File: src/rtl/fp_div.sv
// Sequential IEEE-754 single-precision divider (R = A / B).
// Restoring mantissa division, one quotient bit per clock, round to nearest even.
module fp_div #(
  parameter int unsigned EXP_W  = 8,
  parameter int unsigned FRAC_W = 23,
  parameter int unsigned BIAS   = 127
) (
  input  logic                      clk,
  input  logic                      rst,
  input  logic [EXP_W+FRAC_W:0]     A,
  input  logic [EXP_W+FRAC_W:0]     B,
  input  logic                      start,
  output logic [EXP_W+FRAC_W:0]     R,
  output logic                      done,
  output logic                      div_by_zero,
  output logic                      overflow
);

  localparam int unsigned W       = 1 + EXP_W + FRAC_W;
  localparam int unsigned MW      = FRAC_W + 1;
  localparam int unsigned QW      = MW + 2;
  localparam int unsigned EW      = EXP_W + 2;
  localparam int unsigned CW      = $clog2(QW);
  localparam int unsigned EXP_MAX = (1 << EXP_W) - 1;

  localparam logic [W-1:0] QNAN = {1'b0, {EXP_W{1'b1}}, 1'b1, {(FRAC_W - 1){1'b0}}};

  typedef enum logic [2:0] {
    StIdle,
    StUnpack,
    StDivide,
    StNorm,
    StRound,
    StDone
  } state_t;

  state_t state_q, state_d;

  logic [W-1:0]          a_q, b_q;
  logic                  sign_q;
  logic signed [EW-1:0]  exp_q;
  logic [MW-1:0]         mb_q;
  logic [MW:0]           rem_q;
  logic [QW-1:0]         quo_q;
  logic [CW-1:0]         cnt_q;
  logic [MW-1:0]         mant_q;
  logic                  guard_q, sticky_q;
  logic [W-1:0]          r_q;
  logic                  done_q, dbz_q, ovf_q;

  // Operand classification from the captured operands
  logic [EXP_W-1:0]  a_exp, b_exp;
  logic [FRAC_W-1:0] a_frac, b_frac;
  logic              a_zero, b_zero, a_inf, b_inf, a_nan, b_nan;

  assign a_exp  = a_q[W-2 -: EXP_W];
  assign b_exp  = b_q[W-2 -: EXP_W];
  assign a_frac = a_q[FRAC_W-1:0];
  assign b_frac = b_q[FRAC_W-1:0];
  assign a_zero = (a_exp == '0);
  assign b_zero = (b_exp == '0);
  assign a_inf  = (a_exp == '1) && (a_frac == '0);
  assign b_inf  = (b_exp == '1) && (b_frac == '0);
  assign a_nan  = (a_exp == '1) && (a_frac != '0);
  assign b_nan  = (b_exp == '1) && (b_frac != '0);

  // One restoring-division step
  logic          q_bit;
  logic [MW:0]   rem_sub;

  always_comb begin
    q_bit   = (rem_q >= {1'b0, mb_q});
    rem_sub = q_bit ? (rem_q - {1'b0, mb_q}) : rem_q;
  end

  // Rounding and result packing
  logic                 inc;
  logic [MW:0]          mant_sum;
  logic [FRAC_W-1:0]    frac_rnd;
  logic signed [EW-1:0] e_rnd;
  logic [W-1:0]         inf_r, zero_r, res_r;
  logic                 res_dbz, res_ovf;

  always_comb begin
    inc      = guard_q & (sticky_q | mant_q[0]);
    mant_sum = {1'b0, mant_q} + {{MW{1'b0}}, inc};
    if (mant_sum[MW]) begin
      frac_rnd = mant_sum[FRAC_W:1];
      e_rnd    = exp_q + EW'(1);
    end else begin
      frac_rnd = mant_sum[FRAC_W-1:0];
      e_rnd    = exp_q;
    end

    inf_r   = {sign_q, {EXP_W{1'b1}}, {FRAC_W{1'b0}}};
    zero_r  = {sign_q, {(W - 1){1'b0}}};
    res_r   = {sign_q, e_rnd[EXP_W-1:0], frac_rnd};
    res_dbz = 1'b0;
    res_ovf = 1'b0;

    if (a_nan || b_nan || (a_zero && b_zero) || (a_inf && b_inf)) begin
      res_r = QNAN;
    end else if (a_inf || b_zero) begin
      res_r   = inf_r;
      res_dbz = b_zero && !a_inf;
    end else if (a_zero || b_inf) begin
      res_r = zero_r;
    end else if (e_rnd >= $signed(EW'(EXP_MAX))) begin
      res_r   = inf_r;
      res_ovf = 1'b1;
    end else if (e_rnd <= $signed(EW'(0))) begin
      res_r = zero_r;
    end
  end

  always_comb begin
    state_d = state_q;
    unique case (state_q)
      StIdle, StDone: if (start) state_d = StUnpack;
      StUnpack:       state_d = StDivide;
      StDivide:       if (cnt_q == CW'(QW - 1)) state_d = StNorm;
      StNorm:         state_d = StRound;
      StRound:        state_d = StDone;
      default:        state_d = StIdle;
    endcase
  end

  always_ff @(posedge clk or posedge rst) begin
    if (rst) begin
      state_q <= StIdle;
      done_q  <= 1'b0;
    end else begin
      state_q <= state_d;
      // done follows the first full cycle spent in DONE
      done_q  <= (state_q == StDone) && (state_d == StDone);
    end
  end

  always_ff @(posedge clk or posedge rst) begin
    if (rst) begin
      a_q      <= '0;
      b_q      <= '0;
      sign_q   <= 1'b0;
      exp_q    <= '0;
      mb_q     <= '0;
      rem_q    <= '0;
      quo_q    <= '0;
      cnt_q    <= '0;
      mant_q   <= '0;
      guard_q  <= 1'b0;
      sticky_q <= 1'b0;
      r_q      <= '0;
      dbz_q    <= 1'b0;
      ovf_q    <= 1'b0;
    end else begin
      unique case (state_q)
        StIdle, StDone: begin
          if (start) begin
            a_q   <= A;
            b_q   <= B;
            dbz_q <= 1'b0;
            ovf_q <= 1'b0;
          end
        end
        StUnpack: begin
          sign_q <= a_q[W-1] ^ b_q[W-1];
          exp_q  <= $signed({2'b00, a_exp}) - $signed({2'b00, b_exp}) + $signed(EW'(BIAS));
          rem_q  <= {2'b01, a_frac};
          mb_q   <= {1'b1, b_frac};
          quo_q  <= '0;
          cnt_q  <= '0;
        end
        StDivide: begin
          rem_q <= rem_sub << 1;
          quo_q <= {quo_q[QW-2:0], q_bit};
          cnt_q <= cnt_q + CW'(1);
        end
        StNorm: begin
          if (quo_q[QW-1]) begin
            mant_q   <= quo_q[QW-1:2];
            guard_q  <= quo_q[1];
            sticky_q <= quo_q[0] | (rem_q != '0);
          end else begin
            mant_q   <= quo_q[QW-2:1];
            guard_q  <= quo_q[0];
            sticky_q <= (rem_q != '0);
            exp_q    <= exp_q - EW'(1);
          end
        end
        StRound: begin
          r_q   <= res_r;
          dbz_q <= res_dbz;
          ovf_q <= res_ovf;
        end
        default: ;
      endcase
    end
  end

  assign R           = r_q;
  assign done        = done_q;
  assign div_by_zero = dbz_q;
  assign overflow    = ovf_q;

endmodule

File: config.mk
export PLATFORM = sky130hd
export DESIGN_NAME = fp_div
export DESIGN_NICKNAME = d
export VERILOG_FILES = /design/src/rtl/fp_div.sv
export SDC_FILE = /design/constraint.sdc
export NUM_CORES = 1
export LEC_CHECK = 0
export ABC_AREA = 0
export CORE_MARGIN = 8
export CORE_UTILIZATION = 33
export CTS_CLUSTER_DIAMETER = 100
export CTS_CLUSTER_SIZE = 16
export DETAILED_ROUTE_END_ITERATION = 6
export GPL_TIMING_DRIVEN = 0
export PLACE_DENSITY = 0.55
export SYNTH_ARGS = -nofsm -noshare
export SYNTH_HDL_FRONTEND = slang
export SYNTH_SLANG_ARGS = --single-unit
File: constraint.sdc
create_clock -name clk -period 21.4 [get_ports clk]
set_input_delay 3.21 -clock clk [delete_from_list [all_inputs] [get_ports clk]]
set_output_delay 3.21 -clock clk [all_outputs]
set_load 0.05 [all_outputs]
==> results_dict.tcl <==
set metrics [dict create \
    synthCells 1232 \
    max_slew_margin_pct 46.5 \
    max-vdd-ir-drop_mv 0.0939 \
    start_kind "input pin" \
    synth_top_area_cell "dfrtp_1" \
    drt_iter0_drc 666 \
    yosysTopAreaCellShare_pct 46.1 \
    min_path_cells 2 \
    gp_congestion 0.868 \
    fin_crit_sh_pct 26.0 \
    worstMarginPinSlew_ps 803 \
    cts_num_sinks 219 \
    clock_latency_ps 510 \
    ctsRootBufferMaster "clkbuf_16" \
    grt_pass1_vias 9554 \
    holdBufCountCts 0 \
    synth_edf_count 0 \
    final_cell_count_no_fill 1817 \
    async_reset_ff_share_pct 100 \
    synth_seq_cells 219 \
    hpwl_um 24800 \
    first_pass_iters 5 \
    wl_met3_um 1590 \
    critPathArrivalTime_ps 5930 \
    r2r_cells 10 \
    syn_area_um2 11900 \
    routed_wl_um 32500 \
    num_rows 69 \
    drive_above_1_share_pct 8.41 \
    min_to "mb_q[23]$_DFFE_PP0P_" \
    overflow 0 \
    die_w_um 206 \
    start_util_pct 33.4 \
    post_cts_buffers 0 \
    wl_per_cell_um 17.9 \
    syn_area_per_cell_um2 9.66 \
    leakagePower_nw 5.79 \
    skew_ps 33.7 \
    required_ps 21770 \
    wl_met2_um 15000 \
    clkTransAtPathRegs_ps 80 \
    regToRegStartpoint "rem_q[1]$_DFFE_PP0P_" \
    drc 0 \
    antenna_found_initial 0 \
    top_layer_used "met4" \
    crit_fanout 10 \
    area_growth_pct 17.8 \
    finalSetupTns_ps 0 \
    power.density_nw_per_um2 158 \
    hp-class "flip-flop to flip-flop" \
    cts_tree "built" \
    setup_ws_ps 15840 \
    grt_pass1_wl_um 52600 \
    fmax_mhz 180 \
    core_area_um2 35600 \
    synth_area_leaders "dfrtp_1, nand2_1, mux2_2" \
    vias_per_cell 5.23 \
    fillers 3595 \
    dp_cells 1796 \
    setup_viol 0 \
    nets 1462 \
    drtAntennaViolNets 0 \
    maxCapViolCount 0 \
    cts_buffer_depth 3 \
    yosysWarningCount 0 \
    pre_cts_slack_ps 15280 \
    multi_input_area_um2 5970 \
    cts_inserted_buffers 17 \
    grt_usage_pct 15.4 \
    die_height_um 206 \
    seqCellArea_um2 5480 \
    worstHoldStart "mb_q[23]$_DFFE_PP0P_" \
    final_common_cell "dfrtp_1" \
    syn-num-nets 1340 \
    dieArea_um2 42400 \
    critPathCaptureType "flip-flop" \
    hold_viol 0 \
    rsz0062_at_grt "no" \
    period_needed_ps 5560 \
    slew_viol_final 0 \
    final_util_pct 39.4 \
    antenna_cells 0 \
    critical_path_class "input pin to flip-flop" \
    reg2reg_slack_ps 17710 \
    ctsResizeCount 0 \
    final_cell_mix "dfrtp_1, nand2_1, clkdlybuf4s50_1, o21ai_0, mux2_2" \
    io_pins 102 \
    seq_area_frac_synth_pct 46.1 \
    num_vias 9497 \
    power_w 0.00221 \
    wl_met1_um 15100 \
    htreeDepth 1 \
    outcome "finished, final reports clean" \
    synthFlopType "dfrtp_1" \
    grt_max_degree 82 \
    synth.distinct_cells 71 \
    io_buffer_count 101 \
    r2r-end "rem_q[7]$_DFFE_PP0P_" \
]
per-layer routing:
| metal | GRT usage, % | vias to the layer above |
|---|---|---|
| li1 | - | 4660 |
| met1 | 21.1 | 4567 |
| met2 | 25.2 | 225 |
| met3 | 2.07 | 45 |
| met4 | 4.46 | 0 |
| met5 | 0 | - |
report_power, final:
| group | internal, W | switching [W] | total, W |
|---|---|---|---|
| combinational | 0.000493 | 0.000712 | 0.00120 |
| sequential | 0.000563 | 0.000141 | 0.000705 |
| clock | 0.000151 | 0.000151 | 0.000301 |
| total | 0.00121 | 0.00100 | 0.00221 |
stage by stage:
| step | hold WS [ps] | instance area, um^2 |
|---|---|---|
| 2_1_floorplan | 418 | 11900 |
| 3_3_place_gp | 438 | 13500 |
| 3_5_place_dp | 436 | 13500 |
| 4_1_cts | 454 | 14000 |
| 5_1_grt | 477 | 14000 |
| 6_report | 455 | 14000 |
how the worst max path moves through the flow:
stage                     start  slack (ps)                  to  cells after the start
final                     start       15840  a_q[3]$_DFFE_PP0P_                      5
after global routing      start       15670  a_q[3]$_DFFE_PP0P_                      5
after CTS                 start       15800  a_q[3]$_DFFE_PP0P_                      5
after detailed placement  start       15280  a_q[3]$_DFFE_PP0P_                      5
after global placement      rst        9100   R[12]$_DFFE_PP0P_                      2
after floorplan             rst       12200    R[0]$_DFFE_PP0P_                      1
state kept, by name, summed over array words and instances (netlist names), 3 cells and up:
| register | count |
|---|---|
| a_q | 32 |
| b_q | 32 |
| state_q | 3 |
| R | 32 |
| mant_q | 24 |
| mb_q | 24 |
| rem_q | 25 |
| quo_q | 26 |
| cnt_q | 5 |
| exp_q | 10 |
cell families (layout without fill, tap and decap cells):
logic type,count (synthesis),count (layout),synth area share (%)
fa+ha+maj,41,41,4.44
compound gates,290,290,16.4
xor+xnor,57,57,4.20
flops,219,219,46.1
simple gates,428,428,17.5
buf+inv,114,238,3.74
mux,83,83,7.58
synthesized netlist by cell type (all sizes together), types with 3 or more instances:
master    n
a22o     36
clkbuf   52
a21o     10
dfrtp   219
o22a      7
a21boi    3
nand2b    6
nor3b     6
and3     32
nand3    29
a211oi    5
nand4    20
o31ai     7
nor2     48
o21a      9
nor4     28
nor2b    10
a32o      3
mux2i    26
xnor2    35
a21oi    39
o21ai   109
or4       4
or3       5
and4      6
o31a      3
buf      12
or2       6
inv      50
a211o     3
nand2   198
a311oi    3
o22ai     4
nor3     20
and2      5
o21bai    5
a31oi    19
ha       39
o211ai    5
a221oi    3
xor2     22
mux2     57
critical path, stage by stage:
cell and delay, ps:
clkdlybuf4s50_1 540, nor4b_1 430, clkbuf_1 660, clkbuf_1 670, mux2_2 410
cell type report:
| type | instances | area share [%] |
|---|---|---|
| Clock buffer | 20 | 3.26 |
| Clock inverter | 1 | 0.0625 |
| Buffer | 64 | 1.84 |
| Timing Repair Buffer | 103 | 7.61 |
| Sequential cell | 219 | 39.1 |
| Tap cell | 461 | 4.12 |
| Multi-Input combinational cell | 899 | 42.6 |
| Inverter | 50 | 1.39 |
Note: power is estimated with default switching activity, not from simulation.
